--- config.mk ---
export PLATFORM = sky130hd
export DESIGN_NAME = video_mem_arbiter
export DESIGN_NICKNAME = d
export VERILOG_FILES = /design/src/rtl/video_mem_arbiter.sv
export SDC_FILE = /design/constraint.sdc
export NUM_CORES = 1
export LEC_CHECK = 0
export CORE_MARGIN = 3
export CORE_UTILIZATION = 40
export CTS_CLUSTER_DIAMETER = 150
export CTS_CLUSTER_SIZE = 20
export DETAILED_ROUTE_END_ITERATION = 8
export PLACE_DENSITY = 0.89
export REMOVE_ABC_BUFFERS = 1
export SLEW_MARGIN = 10
export SYNTH_ARGS = -nofsm -noshare
export SYNTH_HDL_FRONTEND = slang
export SYNTH_SLANG_ARGS = --single-unit
--- constraint.sdc ---
create_clock -name clk -period 3.5 [get_ports clk]
set_input_delay 0.7 -clock clk [delete_from_list [all_inputs] [get_ports clk]]
set_output_delay 0.7 -clock clk [all_outputs]
set_load 0.05 [all_outputs]
--- src/rtl/video_mem_arbiter.sv ---
// Arbitrates the VRAM and OAM ports between the CPU, the PPU fetcher and the OAM DMA engine.
// Also applies PPU-mode lockout to CPU accesses and steers read data back to whoever issued the read.
module video_mem_arbiter #(
  parameter int unsigned DMA_LEN  = 160,
  parameter logic [15:0] OAM_BASE = 16'hFE00
) (
  input  logic        clk,
  input  logic        rst,
  input  logic [15:0] cpu_addr,
  input  logic        cpu_rd,
  input  logic        cpu_wr,
  input  logic [7:0]  cpu_wdata,
  output logic [7:0]  cpu_rdata,
  output logic        cpu_wait,
  input  logic        lcd_en,
  input  logic [1:0]  ppu_mode,
  input  logic        ppu_rd,
  input  logic [15:0] ppu_addr,
  output logic [7:0]  ppu_rdata,
  output logic        dma_src_rd,
  output logic [15:0] dma_src_addr,
  input  logic [7:0]  dma_src_data,
  output logic        dma_active,
  output logic [12:0] vram_addr,
  output logic        vram_rd,
  output logic        vram_wr,
  output logic [7:0]  vram_wdata,
  input  logic [7:0]  vram_rdata,
  output logic [7:0]  oam_addr,
  output logic        oam_rd,
  output logic        oam_wr,
  output logic [7:0]  oam_wdata,
  input  logic [7:0]  oam_rdata
);

  localparam logic [15:0] OAM_END     = OAM_BASE + 16'(DMA_LEN);
  localparam logic [7:0]  OAM_BASE_LO = OAM_BASE[7:0];
  localparam logic [7:0]  LAST        = 8'(DMA_LEN - 1);
  localparam logic [15:0] DMA_REG     = 16'hFF46;

  typedef enum logic [1:0] {SEL_NONE, SEL_VRAM, SEL_OAM, SEL_FF} sel_t;
  typedef enum logic [1:0] {IDLE, RUN, DRAIN} dma_st_t;

  dma_st_t    st, st_nxt;
  logic [7:0] idx, src_hi;
  logic       wr_vld;
  sel_t       cpu_sel, cpu_sel_nxt, ppu_sel, ppu_sel_nxt;
  logic [7:0] cpu_hold, ppu_hold;

  logic cpu_acc, cpu_in_vram, cpu_in_oam, ppu_in_vram, ppu_in_oam, dma_start;
  logic ppu_vram, ppu_oam, vram_lock, oam_lock, cpu_vram_ok, cpu_oam_ok, dma_oam_wr;

  // Address decode and lockout
  assign cpu_acc     = !rst && (cpu_rd || cpu_wr);
  assign cpu_in_vram = cpu_addr[15:13] == 3'b100;
  assign cpu_in_oam  = (cpu_addr >= OAM_BASE) && (cpu_addr < OAM_END);
  assign ppu_in_vram = ppu_addr[15:13] == 3'b100;
  assign ppu_in_oam  = (ppu_addr >= OAM_BASE) && (ppu_addr < OAM_END);
  assign dma_start   = !rst && cpu_wr && (cpu_addr == DMA_REG);
  assign ppu_vram    = !rst && lcd_en && ppu_rd && ppu_in_vram;
  assign ppu_oam     = !rst && lcd_en && ppu_rd && ppu_in_oam;
  assign vram_lock   = lcd_en && (ppu_mode == 2'd3);
  assign oam_lock    = (lcd_en && ppu_mode[1]) || dma_active || dma_start;
  assign cpu_vram_ok = cpu_acc && cpu_in_vram && !vram_lock;
  assign cpu_oam_ok  = cpu_acc && cpu_in_oam && !oam_lock;
  assign cpu_wait    = (cpu_vram_ok && ppu_vram) || (cpu_oam_ok && ppu_oam);

  // DMA FSM
  always_ff @(posedge clk) begin
    if (rst) st <= IDLE;
    else     st <= st_nxt;
  end

  always_comb begin
    st_nxt = st;
    case (st)
      IDLE:    if (dma_start) st_nxt = RUN;
      RUN:     if (dma_start) st_nxt = RUN;
               else if (idx == LAST) st_nxt = DRAIN;
      DRAIN:   st_nxt = dma_start ? RUN : IDLE;
      default: st_nxt = IDLE;
    endcase
  end

  always_comb begin
    dma_active   = (st != IDLE);
    dma_src_rd   = !rst && (st == RUN);
    dma_src_addr = dma_src_rd ? {src_hi, idx} : 16'h0000;
    dma_oam_wr   = !rst && (((st == RUN) && wr_vld) || (st == DRAIN));
  end

  // wr_vld marks that last cycle issued a source read; clearing it on restart drops the stale byte.
  always_ff @(posedge clk) begin
    if (rst) begin
      idx    <= 8'h00;
      src_hi <= 8'h00;
      wr_vld <= 1'b0;
    end else if (dma_start) begin
      src_hi <= (cpu_wdata >= 8'hE0) ? cpu_wdata - 8'h20 : cpu_wdata;
      idx    <= 8'h00;
      wr_vld <= 1'b0;
    end else if (st == RUN) begin
      idx    <= idx + 8'd1;
      wr_vld <= 1'b1;
    end else begin
      wr_vld <= 1'b0;
    end
  end

  // VRAM port: PPU over CPU
  always_comb begin
    vram_addr  = 13'h0000;
    vram_rd    = 1'b0;
    vram_wr    = 1'b0;
    vram_wdata = 8'h00;
    if (ppu_vram) begin
      vram_addr = ppu_addr[12:0];
      vram_rd   = 1'b1;
    end else if (cpu_vram_ok) begin
      vram_addr  = cpu_addr[12:0];
      vram_rd    = cpu_rd && !cpu_wr;
      vram_wr    = cpu_wr;
      vram_wdata = cpu_wdata;
    end
  end

  // OAM port: DMA over PPU over CPU
  always_comb begin
    oam_addr  = 8'h00;
    oam_rd    = 1'b0;
    oam_wr    = 1'b0;
    oam_wdata = 8'h00;
    if (dma_oam_wr) begin
      oam_addr  = idx - 8'd1;
      oam_wr    = 1'b1;
      oam_wdata = dma_src_data;
    end else if (ppu_oam && !dma_active) begin
      oam_addr = ppu_addr[7:0] - OAM_BASE_LO;
      oam_rd   = 1'b1;
    end else if (cpu_oam_ok) begin
      oam_addr  = cpu_addr[7:0] - OAM_BASE_LO;
      oam_rd    = cpu_rd && !cpu_wr;
      oam_wr    = cpu_wr;
      oam_wdata = cpu_wdata;
    end
  end

  // Read steering: remember where each requester's data comes from next cycle
  always_comb begin
    cpu_sel_nxt = SEL_NONE;
    if (cpu_rd && !rst && !cpu_wait) begin
      if (cpu_vram_ok && !cpu_wr)     cpu_sel_nxt = SEL_VRAM;
      else if (cpu_oam_ok && !cpu_wr) cpu_sel_nxt = SEL_OAM;
      else                            cpu_sel_nxt = SEL_FF;
    end
    ppu_sel_nxt = SEL_NONE;
    if (ppu_vram)     ppu_sel_nxt = SEL_VRAM;
    else if (ppu_oam) ppu_sel_nxt = dma_active ? SEL_FF : SEL_OAM;
  end

  always_ff @(posedge clk) begin
    if (rst) begin
      cpu_sel  <= SEL_NONE;
      ppu_sel  <= SEL_NONE;
      cpu_hold <= 8'hFF;
      ppu_hold <= 8'hFF;
    end else begin
      cpu_sel  <= cpu_sel_nxt;
      ppu_sel  <= ppu_sel_nxt;
      cpu_hold <= cpu_rdata;
      ppu_hold <= ppu_rdata;
    end
  end

  always_comb begin
    case (cpu_sel)
      SEL_VRAM: cpu_rdata = vram_rdata;
      SEL_OAM:  cpu_rdata = oam_rdata;
      SEL_FF:   cpu_rdata = 8'hFF;
      default:  cpu_rdata = cpu_hold;
    endcase
    case (ppu_sel)
      SEL_VRAM: ppu_rdata = vram_rdata;
      SEL_OAM:  ppu_rdata = oam_rdata;
      SEL_FF:   ppu_rdata = 8'hFF;
      default:  ppu_rdata = ppu_hold;
    endcase
  end

endmodule

==> results_dict.tcl <==
set metrics [dict create \
    status "finished clean" \
    clock_path_buffers 2 \
    post-layout-total-power_mw 1.040 \
    routed_wl_um 11770 \
    final_common_cell "clkdlybuf4s50_1" \
    slowest_delay_ps 560 \
    detail-route-antenna-nets 0 \
    crit_fanout 7 \
    fin_setup_tns_ps 0 \
    synth_ff_type "dfxtp_1" \
    fin_crit_sh_pct 98.53 \
    synth_top_area_share_pct 28.34 \
    ys_top_cells_by_area "dfxtp_1 (28%), mux2_2 (9.0%), nand2_1 (5.3%), o22a_1 (5.1%), and2_1 (4.8%)" \
    final_cell_mix "clkdlybuf4s50_1 (78), buf_12 (60), nand2_1 (39), dfxtp_1 (39), buf_4 (29)" \
    area_growth_pct 87.60 \
    rrSetupSlack_ps 1870 \
    finalCriticalPeriod_ps 3449 \
    cts-hold-fix-buffers 0 \
    antenna_found_initial 0 \
    place_congestion 0.9329 \
    finalClockSkew_ps 4.768 \
    drive_gt1_share_pct 29.70 \
    rsz0062_at_grt "false" \
    slowest_stage "or4_4" \
    min_delay_worst_endpoint "src_hi[7]$_SDFFE_PP0P_" \
    synth_area_leader_cell "dfxtp_1" \
    finalHoldViolCount 0 \
    start_util_pct 42.42 \
    setup_viol 0 \
    drc 0 \
    core_area_um2 6495 \
    path_clk_slew_ps 80 \
    pre_cts_slack_ps -131.4 \
    drv_slew 0 \
    first_iter_violations 232 \
    grt_use_total_pct 29.90 \
    crit_top_cell "buf_12" \
    die-area_um2 7920 \
    rows 29 \
    htree_num_levels 2 \
    worstHoldPathCells 2 \
    fin_ws_ps 51.48 \
    synthCells 337 \
    grt_pass1_vias 3607 \
    post-dp-hpwl_um 9030 \
    wl_per_cell_um 20.54 \
    die_w_um 89.00 \
    final_nets 569 \
    relSlewSlack_pct 34.99 \
    hp-class "reg2reg" \
    cts.root.buffer_cell "clkbuf_8" \
    cap_violations 0 \
    synth_edf_count 0 \
    grt_remaining_overflow 0 \
    ys_seq_area_share_pct 28.34 \
    crit_chain "clkdlybuf4s50_1, nand4b_4, or4_4, clkinv_8, a211oi_4, buf_12, a221o_1, buf_12" \
    crit_type "in2out" \
    io-pin-count 148 \
    fin_util_pct 79.58 \
    netlist_area_um2 2755 \
    synth-seq-cells 39 \
    avgSynthCellArea_um2 8.175 \
    numCtsBuffers 5 \
    ff2ff_path_depth 4 \
    grt_start_max_net_pins 44 \
    vdd_drop_max_uv 144.5 \
    die_y_um 89.00 \
    holdCritStartpoint "src_hi[7]$_SDFFE_PP0P_" \
    grt_pass1_wl_um 18250 \
    clk-insertion-delay-late_ps 290 \
    tritoncts "built" \
    ys.warnings.count 0 \
    cp.arrival_ps 2750 \
    drtPass1Iterations 4 \
    worst_slew_pin_slew_ps 971.6 \
    io_buffers 147 \
    end_kind "primary output" \
    startpoint_type "primary input" \
    async_flop_share_pct 0 \
    r2r_end "cpu_sel[0]$_SDFF_PP0_" \
    synth_cell_types 55 \
    clock-sinks 39 \
    cp.required_ps 2800 \
    vias 3372 \
    viasPerCell 5.885 \
    p_per_area_nw_per_um2 201.3 \
    r2r_start "st[1]$_SDFFE_PP0P_" \
    leakagePower_nw 2.038 \
    fmax_ghz 0.2900 \
]
-- worst max-delay path by stage --
stage / from / end / cells after the start
2_1_floorplan: lcd_en / oam_wr / 4
3_3_place_gp: lcd_en / oam_wr / 7
5_1_grt: ppu_addr[9] / oam_addr[4] / 8
3_5_place_dp: lcd_en / oam_wr / 7
4_1_cts: ppu_mode[1] / oam_addr[6] / 6
6_report: ppu_addr[15] / oam_addr[4] / 8
-- through the flow --
step | cells | cell area [µm²] | hold WS [ps]
2_1_floorplan | 309 | 2626 | 443.5
3_3_place_gp | 561 | 5012 | 454.8
3_5_place_dp | 561 | 5012 | 466.7
4_1_cts | 569 | 5105 | 478.5
5_1_grt | 572 | 5166 | 516.1
6_report | 573 | 5169 | 479.6
-- metal layers --
| layer | share of wire (%) | vias up | global-route usage (%) |
|---|---|---|---|
| met5 | 0 | - | 0 |
| met4 | 2.8 | 0 | 9.337 |
| met3 | 11 | 28 | 12.17 |
| met2 | 50 | 200 | 53.91 |
| met1 | 36 | 1611 | 31.84 |
| li1 | - | 1533 | - |
-- registers in the layout, summed over array words and instances, names as in the netlist --
| name | count |
|---|---|
| src_hi | 8 |
| ppu_sel | 2 |
| cpu_hold | 8 |
| ppu_hold | 8 |
| wr_vld | 1 |
| st | 2 |
| idx | 8 |
| cpu_sel | 2 |
-- layout make-up --
type	count	area, µm²
antenna	1	2.502
clock buffer	6	72.57
clock inverter	2	12.51
fill	363	1326
inverter	7	38.79
multi-input combinational	263	1831
sequential	39	780.7
tap	77	96.34
timing repair buffer	178	2335
-- critical path, delay by kind of cell --
family / cells / cell delay, ps
AO/OA/AOI/OAI: 2 / 410
AND/OR/NAND/NOR: 2 / 690
buffers and inverters: 4 / 920
-- synthesized netlist by cell type (all sizes together) (5+ instances only) --
cell type	number
a21oi	5
a22o	8
and2	21
clkbuf	24
dfxtp	39
inv	6
mux2	22
nand2	39
nand2b	6
nand3	5
nand4	9
nor2	10
nor2b	8
nor3	15
nor4	7
o21ai	18
o22a	16
or2	17
xor2	5
-- power breakdown --
group          leakage (nW)  switching [mW]  total, mW  internal [mW]
Combinational          1.68           0.137      0.282          0.145
Clock                0.0412           0.162      0.302          0.139
Sequential            0.317         0.00600      0.457          0.451
-- kinds of logic (layout without fill, tap and decap cells) --
family | Yosys count | in the layout | synth area share [%]
xor gates and xnor gates | 9 | 9 | 2.861
muxes | 24 | 24 | 9.719
DFF | 39 | 39 | 28.34
AOI/OAI and AO/OA | 76 | 76 | 20.75
other | 0 | 1 | 0
buffers and inverters | 35 | 193 | 6.085
adders and majority gates | 3 | 3 | 1.363
and+or+nand+nor | 151 | 151 | 30.88
-- what timing repair did --
item | in CTS | in global routing
setup buffers | 1 | 3
resized for setup | 7 | 10
setup endpoints to repair | 17 | 10
pin swaps | 7 | 8
(Power assumes the default switching activity.)
